[config.mk]
export PLATFORM = sky130hd
export DESIGN_NAME = wb_sequencer
export DESIGN_NICKNAME = d
export VERILOG_FILES = /design/src/rtl/wb_pkg.sv /design/src/rtl/wb_wait_timer.sv /design/src/rtl/wb_sequencer.sv
export SDC_FILE = /design/constraint.sdc
export NUM_CORES = 1
export LEC_CHECK = 0
export CAP_MARGIN = 15
export CORE_UTILIZATION = 48
export CTS_CLUSTER_DIAMETER = 50
export CTS_CLUSTER_SIZE = 16
export DETAILED_ROUTE_END_ITERATION = 6
export PLACE_DENSITY_LB_ADDON = 0.05
export SYNTH_ARGS = -nofsm -noshare
export SYNTH_HDL_FRONTEND = slang
export SYNTH_SLANG_ARGS = --single-unit
[constraint.sdc]
create_clock -name clk -period 3.9 [get_ports clk]
set_input_delay 0.975 -clock clk [delete_from_list [all_inputs] [get_ports clk]]
set_output_delay 0.975 -clock clk [all_outputs]
set_load 0.01 [all_outputs]
[src/rtl/wb_pkg.sv]
// wb_pkg: shared types and constants for the write-back sequencer.
//   wb_kind_e  : instruction kinds offered to write-back (values 5..7 are illegal)
//   wb_state_e : sequencer FSM states
//   SEL_*      : {sel2,sel1,sel0} codes for the write-back mux
package wb_pkg;

  typedef enum logic [2:0] {
    KIND_ALU  = 3'd0,
    KIND_LOAD = 3'd1,
    KIND_MFHI = 3'd2,
    KIND_MFLO = 3'd3,
    KIND_JAL  = 3'd4
  } wb_kind_e;

  typedef enum logic [1:0] {
    ST_IDLE     = 2'd0,
    ST_WAIT_MEM = 2'd1,
    ST_WAIT_HL  = 2'd2,
    ST_WRITE    = 2'd3
  } wb_state_e;

  localparam logic [2:0] SEL_ALU  = 3'b000;
  localparam logic [2:0] SEL_LOAD = 3'b001;
  localparam logic [2:0] SEL_HI   = 3'b010;
  localparam logic [2:0] SEL_LO   = 3'b011;
  localparam logic [2:0] SEL_PC   = 3'b100;

  function automatic logic kind_is_legal(input logic [2:0] kind);
    return (kind <= KIND_JAL);
  endfunction

  function automatic logic [2:0] sel_for_kind(input logic [2:0] kind);
    logic [2:0] sel;
    case (kind)
      KIND_LOAD: sel = SEL_LOAD;
      KIND_MFHI: sel = SEL_HI;
      KIND_MFLO: sel = SEL_LO;
      KIND_JAL:  sel = SEL_PC;
      default:   sel = SEL_ALU;
    endcase
    return sel;
  endfunction

endpackage

[src/rtl/wb_wait_timer.sv]
// wb_wait_timer: up-counter bounding how long a load may wait for memory.
//   clk, rst_n : clock, async active-low reset
//   clr        : synchronous clear (has priority over en)
//   en         : count one more waiting cycle
//   expired    : this enabled cycle is the MEM_WAIT_MAX-th waiting cycle
module wb_wait_timer #(
  parameter int TMR_W        = 4,
  parameter int MEM_WAIT_MAX = 15
) (
  input  logic clk,
  input  logic rst_n,
  input  logic clr,
  input  logic en,
  output logic expired
);

  logic [TMR_W-1:0] count;

  always_ff @(posedge clk or negedge rst_n) begin
    if (!rst_n) begin
      count <= '0;
    end else if (clr) begin
      count <= '0;
    end else if (en) begin
      count <= count + 1'b1;
    end
  end

  assign expired = en && (count == TMR_W'(MEM_WAIT_MAX - 1));

endmodule

[src/rtl/wb_sequencer.sv]
// wb_sequencer: write-back stage controller for the register-file write mux.
// Accepts one retiring instruction at a time, waits for its source (load data
// or idle mult/div) and issues a single register-file write with mux selects.
//   wb_valid/wb_ready/wb_kind/wb_rd : instruction handshake from execute
//   mem_rvalid, muldiv_busy         : source readiness
//   flush                           : synchronous abort of in-flight work
//   sel0/sel1/sel2                  : write-back mux selects (held until next capture)
//   reg_write/reg_waddr             : register-file write port control
//   stall                           : upstream hold while waiting on a source
//   mem_timeout, illegal_kind       : one-cycle error pulses
module wb_sequencer
  import wb_pkg::*;
#(
  parameter int MEM_WAIT_MAX = 15,
  parameter int TMR_W        = 4,
  parameter int RA_REG       = 31
) (
  input  logic       clk,
  input  logic       rst_n,
  input  logic       wb_valid,
  output logic       wb_ready,
  input  logic [2:0] wb_kind,
  input  logic [4:0] wb_rd,
  input  logic       mem_rvalid,
  input  logic       muldiv_busy,
  input  logic       flush,
  output logic       sel0,
  output logic       sel1,
  output logic       sel2,
  output logic       reg_write,
  output logic [4:0] reg_waddr,
  output logic       stall,
  output logic       mem_timeout,
  output logic       illegal_kind
);

  wb_state_e  state_q, state_d, accept_target;
  logic       accept;
  logic       tmr_clr, tmr_en, tmr_expired;
  logic [2:0] sel_q;
  logic [4:0] rd_q;
  logic       illegal_q, timeout_q;

  // State register
  always_ff @(posedge clk or negedge rst_n) begin
    if (!rst_n) state_q <= ST_IDLE;
    else        state_q <= state_d;
  end

  // Where a freshly accepted instruction goes next
  always_comb begin
    accept_target = ST_IDLE;
    case (wb_kind)
      KIND_ALU, KIND_JAL:   accept_target = ST_WRITE;
      KIND_LOAD:            accept_target = ST_WAIT_MEM;
      KIND_MFHI, KIND_MFLO: accept_target = muldiv_busy ? ST_WAIT_HL : ST_WRITE;
      default:              accept_target = ST_IDLE;
    endcase
  end

  // Next-state logic; flush overrides everything
  always_comb begin
    state_d = state_q;
    if (flush) begin
      state_d = ST_IDLE;
    end else begin
      case (state_q)
        ST_IDLE:     if (accept) state_d = accept_target;
        ST_WAIT_MEM: begin
          if (mem_rvalid)       state_d = ST_WRITE;
          else if (tmr_expired) state_d = ST_IDLE;
        end
        ST_WAIT_HL:  if (!muldiv_busy) state_d = ST_WRITE;
        ST_WRITE:    state_d = accept ? accept_target : ST_IDLE;
        default:     state_d = ST_IDLE;
      endcase
    end
  end

  // Output logic
  always_comb begin
    wb_ready  = ((state_q == ST_IDLE) || (state_q == ST_WRITE)) && !flush;
    stall     = (state_q == ST_WAIT_MEM) || (state_q == ST_WAIT_HL);
    reg_write = (state_q == ST_WRITE) && (rd_q != 5'd0) && !flush;
  end

  assign accept = wb_valid && wb_ready;

  // Counter runs only while waiting on memory; any other state holds it at
  // zero, so each entry to WAIT_MEM starts from a clean count.
  assign tmr_clr = (state_q != ST_WAIT_MEM) || flush;
  assign tmr_en  = (state_q == ST_WAIT_MEM) && !mem_rvalid && !flush;

  wb_wait_timer #(
    .TMR_W        (TMR_W),
    .MEM_WAIT_MAX (MEM_WAIT_MAX)
  ) u_timer (
    .clk     (clk),
    .rst_n   (rst_n),
    .clr     (tmr_clr),
    .en      (tmr_en),
    .expired (tmr_expired)
  );

  // Capture of destination and selects; an illegal kind is dropped without
  // disturbing what the mux currently points at.
  always_ff @(posedge clk or negedge rst_n) begin
    if (!rst_n) begin
      sel_q <= SEL_ALU;
      rd_q  <= 5'd0;
    end else if (accept && kind_is_legal(wb_kind)) begin
      sel_q <= sel_for_kind(wb_kind);
      rd_q  <= (wb_kind == KIND_JAL) ? 5'(RA_REG) : wb_rd;
    end
  end

  always_ff @(posedge clk or negedge rst_n) begin
    if (!rst_n) begin
      illegal_q <= 1'b0;
      timeout_q <= 1'b0;
    end else begin
      illegal_q <= accept && !kind_is_legal(wb_kind);
      timeout_q <= tmr_expired;
    end
  end

  assign sel0         = sel_q[0];
  assign sel1         = sel_q[1];
  assign sel2         = sel_q[2];
  assign reg_waddr    = rd_q;
  assign mem_timeout  = timeout_q;
  assign illegal_kind = illegal_q;

endmodule
### Word level (Yosys, flattened, before mapping)

Cells that the tools add are included.

| operators by class | value |
|---|---|
| $add $sub $neg | 1 |
| order comparisons | 1 |
| equality and inequality tests | 12 |
| multiplexer cells | 13 |
| reductions and logical operators | 22 |

Operators by type and width:

| kind | number |
|---|---|
| 2-bit 2-to-1 mux | 6 |
| 3-bit one-hot mux with 4 select lines | 1 |
| 1-bit logical AND | 9 |
| 4-bit 2-to-1 mux | 2 |
| 2-bit one-hot mux with 4 select lines | 1 |
| 3-bit by 2-bit == test with 1-bit output (second input constant) | 2 |
| 3-bit inequality test (second input constant) | 2 |
| 2-bit one-hot mux with 3 select lines | 1 |
| 5-bit 2-to-1 mux | 1 |
| 5-bit nonzero test | 1 |
| 4-bit by 1-bit adder with 4-bit output (second input constant) | 1 |
| 2-bit == test (second input constant) | 2 |
| 4-bit == test (second input constant) | 1 |
| 4-bit inequality test (second input constant) | 1 |
| 2-bit OR reduction | 2 |
| 3-bit by 1-bit == test with 1-bit output (second input constant) | 1 |
| 3-bit == test (second input constant) | 1 |
| 3-bit less-or-equal comparator (second input constant) | 1 |
| 1-bit logical NOT | 3 |
| 3-bit logical NOT | 1 |
| 1-bit logical OR | 3 |
| 3-bit AND reduction | 1 |
| 2-bit by 1-bit == test with 1-bit output (second input constant) | 1 |
| 2-bit logical NOT | 1 |
| other kinds (3) | 3 |

| word-level totals | value |
|---|---|
| flip-flop bits (word level) | 16 |
| output and inout port bits | 13 |

### Longest topological paths before layout

Gate-level depths: netlist of the first run.

| depth | value |
|---|---|
| depth in word-level cells | 8 |
| depth in mapped cells | 6 |

### Cells and area by module

A second synthesis of the first run with hierarchy kept.

| unflattened totals | value |
|---|---|
| cells, all modules | 79 |
| area, all modules | 830.8 µm² |

By module, submodules not included:

| module | times used | cells an instance | area an instance (µm²) | sequential area each (µm²) |
|---|---|---|---|---|
| wb_sequencer | 1 | 59 | 608.1 | 300.3 |
| wb_wait_timer | 1 | 20 | 222.7 | 100.1 |

### Least setup slack after synthesis of the first run

No wires, ideal clock.

| timing | value |
|---|---|
| kind | input to output |
| start | input port flush |
| end | output port reg_write |
| arrival | 1.415 ns |
| data required time | 2.925 ns |
| setup slack | 1.510 ns |
| cell stages on the path | 2 |
| path buffers | 1 |
| cell sequence | buf_6 nor3b_1 |

| on the way | value |
|---|---|
| cells in the longest elaborated chain, start to end | 2 |

RTL lines:

| item | RTL line | text |
|---|---|---|
| start, declared | wb_sequencer.sv:26 | `input logic flush,` |
| 1-bit logical NOT | wb_sequencer.sv:84 | `reg_write = (state_q == ST_WRITE) && (rd_q != 5'd0) && !flush;` |
| 1-bit logical AND | wb_sequencer.sv:84 |  |
| end, declared | wb_sequencer.sv:30 | `output logic reg_write,` |

No other way between the ends.

### Worst setup path in the final report of the first run

Ends and elaborated chain as after synthesis.

==> impl_metrics.csv, run 1 <==
group,metric,value,unit
detailed_routing,via_per_inst,5.48,
sta,post-route-period-util,85.1,%
cts,clk_pin_slew,0.10,ns
detailed_routing,drcViolationCount,3,
final_layout,mostFrequentLayoutCells,"26 x clkdlybuf4s50_1, 17 x nor2_1, 16 x dfrtp_1, 7 x a21oi_1, 7 x ha_1",
place,gp_congestion,0.748,
logic_synthesis,yosysSeqAreaShare,46.8,%
floorplanning,die_h,44.2,um
floorplanning,die_area,1960,um2
sta,setup_viol,0,
place,numPortBuffers,26,
floorplanning,ios,27,
logic_synthesis,ys_types,28,
logic_synthesis,synth_area,856,um2
setup_path,cpMostUsedCell,"clkdlybuf4s50_1",
sta,skew,0.00318,ns
logic_synthesis,ys_warn_count,0,
global_routing,grtUsageMet1,24.5,%
final_layout,nets,132,
setup_path,reg2reg_to,"reg_waddr[2]$_DFFE_PN0P_",
setup_path,cp_top_family,"buffers and inverters",
setup_path,r2r_start,"state_q[0]$_DFFE_PN0P_",
global_routing,grtUsageMet3,4.49,%
sta,fin_tns_setup,0,ns
min_path,min_to,"reg_waddr[4]$_DFFE_PN0P_",
global_routing,grt.busiest_layer,"met2",
power,clkPwrFrac,16.8,%
final_layout,final_common_cell,"clkdlybuf4s50_1",
setup_path,worstPathRequired,2.92,ns
sta,slew-limit-headroom,51.9,%
sta,max_clock_freq,301,MHz
floorplanning,die_x,44.2,um
setup_path,cp-start-kind,"primary input",
final_layout,fillers,115,
detailed_routing,drtPass1Iterations,6,
power,p_int,442,uW
power,p_seq_share,37.7,%
detailed_routing,routed_wl,1670,um
detailed_routing,via_count,690,
logic_synthesis,avgSynthCellArea,10.4,um2
job,drv_cap,0,
final_layout,layout-drive-gt1-share,10.0,%
power,power_frac_comb,45.4,%
power,power.share.switching,32.6,%
global_routing,track_usage,18.9,%
sta,slew_violations,0,
setup_path,crit_path_max_incr_delay,0.57,ns
detailed_routing,drt-initial-drc-count,12,
power,power_leakage,0.000490,uW
setup_path,reg2reg_depth,5,
sta,tightestPinTransition,0.719,ns
sta,fin_crit,3.32,ns
floorplanning,core,1580,um2
setup_path,cp.depth,3,
cts,ctsRootBufferMaster,"clkbuf_4",
final_layout,area_delta_synth_final,35.1,%
cts,htreeDepth,1,
setup_path,crit_type,"in -> out",
min_path,min_from,"reg_waddr[4]$_DFFE_PN0P_",
run_status,violations,"design-rule violations",
cts,cts_tree,"yes",
setup_path,path_max_fanout,9,
cts,postCtsHoldBufs,0,
floorplanning,rows,14,
global_routing,grt_overflow,0,
logic_synthesis,syn-num-nets,103,
cts,post-cts-setup-buffers,0,
setup_path,regToRegSetupSlack,2.06,ns
power,peakVddDrop,0.292,mV
sta,rsz0062_at_grt,"false",
global_routing,grt_pass1_vias,634,
floorplanning,initial_core_util,54.3,%
run_status,status,"finished, violations left",
global_routing,grt_pass1_wl,2660,um
setup_path,crit_chain,"clkdlybuf4s50_1 > nor3b_1 > clkdlybuf4s50_1",
detailed_routing,routedWlPerCell,13.3,um
min_path,holdPathStages,1,
setup_path,cp-end-kind,"output pin",
cts,clkSinkCount,16,
setup_path,critPathBufInv,2,
cts,insertion_delay,0.28,ns
cts,numCtsBuffers,3,
min_path,hold_path.class,"reg -> reg",
cts,cts-resized-gates,0,
global_routing,grt_max_degree,17,
power,p_per_area,568,nW/um2
logic_synthesis,synthCells,82,
global_routing,grt_util_met2,29.7,%
sta,hold_violations,0,
setup_path,crit_arrival,2.34,ns
cts,clockBufferDepth,2,
power,power.switching,214,uW
detailed_routing,ant_nets,0,
logic_synthesis,synth-seq-cells,16,
global_routing,grt_antenna_before_repair,0,
sta,fin_hold_ws,0.517,ns
place,dp.final_hpwl,1290,um
final_layout,n_antenna_cell,0,
setup_path,cp_slowest_cell,"clkdlybuf4s50_1",
[worst max path at each step]
| stage | startpoint | to | slack (ns) |
|---|---|---|---|
| after floorplan | flush | reg_write | 1.51 |
| after global placement | flush | reg_write | 0.58 |
| after detailed placement | flush | reg_write | 0.56 |
| after CTS | flush | reg_write | 0.56 |
| after global routing | flush | reg_write | 0.51 |
| final | flush | reg_write | 0.58 |
[cell usage after synthesis]
library cell,n,area (um2)
a21oi_1,7,35.0
a22oi_1,1,7.51
a31oi_1,1,6.26
and2b_2,1,8.76
buf_2,1,5.00
buf_6,1,11.3
dfrtp_1,16,400
ha_1,7,87.6
inv_1,4,15.0
mux2_2,1,11.3
mux2i_1,2,20.0
nand2b_1,2,12.5
nand3_1,1,5.00
nand4b_1,1,8.76
nor2_1,17,63.8
nor2b_1,1,6.26
nor3_1,1,5.00
nor3b_1,1,7.51
o21ai_0,1,5.00
o22a_1,5,43.8
o2bb2ai_1,1,8.76
o31a_2,2,20.0
or2_4,1,8.76
or3_2,1,7.51
or3b_4,1,11.3
or4_1,1,7.51
xnor2_1,1,8.76
xor2_1,2,17.5
[logic make-up (layout without fill, tap and decap cells)]
group / after synthesis / after routing / share of synthesized area [%]
xor+xnor: 3 / 3 / 3.07
mux: 3 / 3 / 3.65
buf+inv: 6 / 34 / 3.65
simple gates: 29 / 29 / 17.8
flops: 16 / 16 / 46.8
fa+ha+maj: 7 / 7 / 10.2
compound gates: 18 / 18 / 14.8
[per-stage QoR]
| step | worst slack [ns] | area, um2 | total power, uW | instances | utilization [%] |
|---|---|---|---|---|---|
| floorplan | 1.51 | 856 | 401 | 82 | - |
| global placement | 0.576 | 1120 | 544 | 122 | 71.0 |
| detailed placement | 0.561 | 1120 | 552 | 122 | 71.0 |
| CTS | 0.562 | 1160 | 664 | 126 | 73.3 |
| global route | 0.507 | 1160 | 701 | 126 | 73.3 |
| finish | 0.580 | 1160 | 657 | 126 | 73.3 |
[layout make-up]
class / instances / area [um2] / area share (%)
multi-input cells: 60 / 424 / 36.7
flip-flops and latches: 16 / 400 / 34.6
clock buffers: 4 / 36.3 / 3.14
well taps: 16 / 20.0 / 1.73
repair buffers: 26 / 260 / 22.5
inverters: 4 / 15.0 / 1.30
[routing by layer]
| metal | up-vias | wire (um) |
|---|---|---|
| li1 | 343 | - |
| met1 | 325 | 755 |
| met2 | 20 | 798 |
| met3 | 2 | 103 |
| met4 | 0 | 13 |
| met5 | - | 0 |
[power groups by stage]
stage               Combinational, uW  Sequential (uW)  Clock, uW
global route                      326              256        120
floorplan                         132              270          0
CTS                               300              249        114
finish                            298              248        111
detailed placement                299              253          0
global placement                  294              250          0
[flip-flops by register name, summed over array words and instances, names as in the netlist]
signal / cells
sel_q: 3
mem_timeout: 1
state_q: 2
reg_waddr: 5
u_timer.count: 4
illegal_kind: 1
(Power assumes the default switching activity.)
==> run 2: changes to the inputs <==
Settings changed: PLACE_DENSITY_LB_ADDON 0.05 to 0.3.
==> run 2 against run 1 <==
- the run still ends with design-rule violations left
- total power rose by 1.4%
- clock-buffer cell count unchanged
- setup slack worse by 0.033 ns
- die area unchanged
- largest cell class unchanged
- critical path depth unchanged
- non-clock buffer count did not move
- clock skew is 0.0024 ns lower
- fmax down 0.97%
- highest routed layer unchanged
- first-iteration DRC count increased by 50%
- register-to-register slack got worse by 0.05 ns
- via count increased by 2.6%
- routed wire length up 11%
==> impl_metrics.csv, run 2 (same netlist as run 1, synthesis figures left out) <==
group,metric,value,unit
floorplanning,core,1580,um2
final_layout,layout-drive-gt1-share,10.0,%
run_status,violations,"design-rule violations",
sta,fin_hold_ws,0.531,ns
sta,fin_tns_setup,0,ns
global_routing,track_usage,20.8,%
sta,tightestPinTransition,0.731,ns
power,total_power,666,uW
cts,post-cts-setup-buffers,0,
cts,numCtsBuffers,3,
final_layout,largest_reg_flops,5,
cts,insertion_delay,0.28,ns
final_layout,final_cells,126,
sta,slew-limit-headroom,51.1,%
detailed_routing,ant_nets,0,
detailed_routing,via_per_inst,5.62,
job,drv_cap,0,
global_routing,grt_overflow,0,
final_layout,n_antenna_cell,0,
power,p_per_area,576,nW/um2
floorplanning,die_h,44.2,um
final_layout,area_delta_synth_final,35.1,%
setup_path,crit_arrival,2.38,ns
power,power_leakage,0.000490,uW
place,numPortBuffers,26,
detailed_routing,drt-initial-drc-count,18,
detailed_routing,routed_wl,1860,um
final_layout,nets,132,
sta,skew,0.000820,ns
sta,fin_crit,3.35,ns
floorplanning,rows,14,
setup_path,path_max_fanout,9,
cts,postCtsHoldBufs,0,
cts,cts-resized-gates,0,
setup_path,worstPathRequired,2.92,ns
final_layout,utilization,73.3,%
global_routing,grt_antenna_before_repair,0,
floorplanning,initial_core_util,54.3,%
place,dp.final_hpwl,1400,um
sta,setup_viol,0,
power,peakVddDrop,0.338,mV
global_routing,grt_max_degree,17,
sta,hold_violations,0,
setup_path,cp-end-kind,"output pin",
sta,post-route-period-util,86.0,%
detailed_routing,drcViolationCount,5,
sta,max_clock_freq,298,MHz
floorplanning,die_x,44.2,um
setup_path,cp-start-kind,"primary input",
setup_path,crit_type,"in -> out",
place,gp_congestion,0.816,
global_routing,grt_pass1_vias,682,
cts,ctsRootBufferMaster,"clkbuf_4",
place,place_inst,122,
cts,clk_pin_slew,0.09,ns
final_layout,mostFrequentLayoutCells,"26 x clkdlybuf4s50_1, 17 x nor2_1, 16 x dfrtp_1, 7 x a21oi_1, 7 x ha_1",
detailed_routing,via_count,708,
run_status,status,"finished, violations left",
detailed_routing,routedWlPerCell,14.7,um
sta,rsz0062_at_grt,"false",
detailed_routing,drtPass1Iterations,6,
global_routing,grt_pass1_wl,2970,um
min_path,hold_path.class,"reg -> reg",
cts,cts_tree,"yes",
floorplanning,die_area,1960,um2
cts,clockBufferDepth,2,
final_layout,final_common_cell,"clkdlybuf4s50_1",
cts,clkSinkCount,16,
cts,htreeDepth,1,
sta,slew_violations,0,
floorplanning,ios,27,
-- run 2: cell counts in the layout (fill, tap and decap cells not counted) --
Identical to the previous run, type by type.
-- run 2: layout make-up --
cell class / instances / area (um2)
Timing Repair Buffer: 26 / 260
Tap cell: 16 / 20.0
Multi-Input combinational cell: 60 / 424
Clock buffer: 4 / 36.3
Sequential cell: 16 / 400
Fill cell: 114 / 420
Inverter: 4 / 15.0
-- run 2: critical path, cell delays in order --
cell	delay, ns
clkdlybuf4s50_1	0.54
nor3b_1	0.29
clkdlybuf4s50_1	0.58
-- run 2: power breakdown --
| group | switching [uW] | total, uW | internal (uW) |
|---|---|---|---|
| logic | 134 | 305 | 170 |
| registers | 36.9 | 253 | 216 |
| clock network | 52.2 | 109 | 56.8 |
-- run 2: layer usage --
metal	part of all wire (%)	up-vias	GRT usage, %
met5	0	-	0
met4	0.54	0	5.45
met3	5.3	2	4.49
met2	51	22	36.8
met1	43	338	25.7
li1	-	346	-
-- run 2: worst paths after layout --
kind	startpoint	endpoint	slack, ns	cells after the start
worst max-delay path	flush	reg_write	0.55	3
worst min-delay path	reg_waddr[1]$_DFFE_PN0P_	reg_waddr[1]$_DFFE_PN0P_	0.53	1
worst max register to register	state_q[0]$_DFFE_PN0P_	reg_waddr[4]$_DFFE_PN0P_	2.01	5
worst min register to register	reg_waddr[1]$_DFFE_PN0P_	reg_waddr[1]$_DFFE_PN0P_	0.53	1
max in group asynchronous	rst_n	illegal_kind$_DFF_PN0_	2.32	1
min in group asynchronous	rst_n	reg_waddr[2]$_DFFE_PN0P_	1.12	1
-- run 2: metrics by stage --
step	instance area [um2]	worst slack (ns)
2_1_floorplan	856	1.51
4_1_cts	1160	0.567
3_3_place_gp	1120	0.595
6_report	1160	0.548
3_5_place_dp	1120	0.564
5_1_grt	1160	0.478
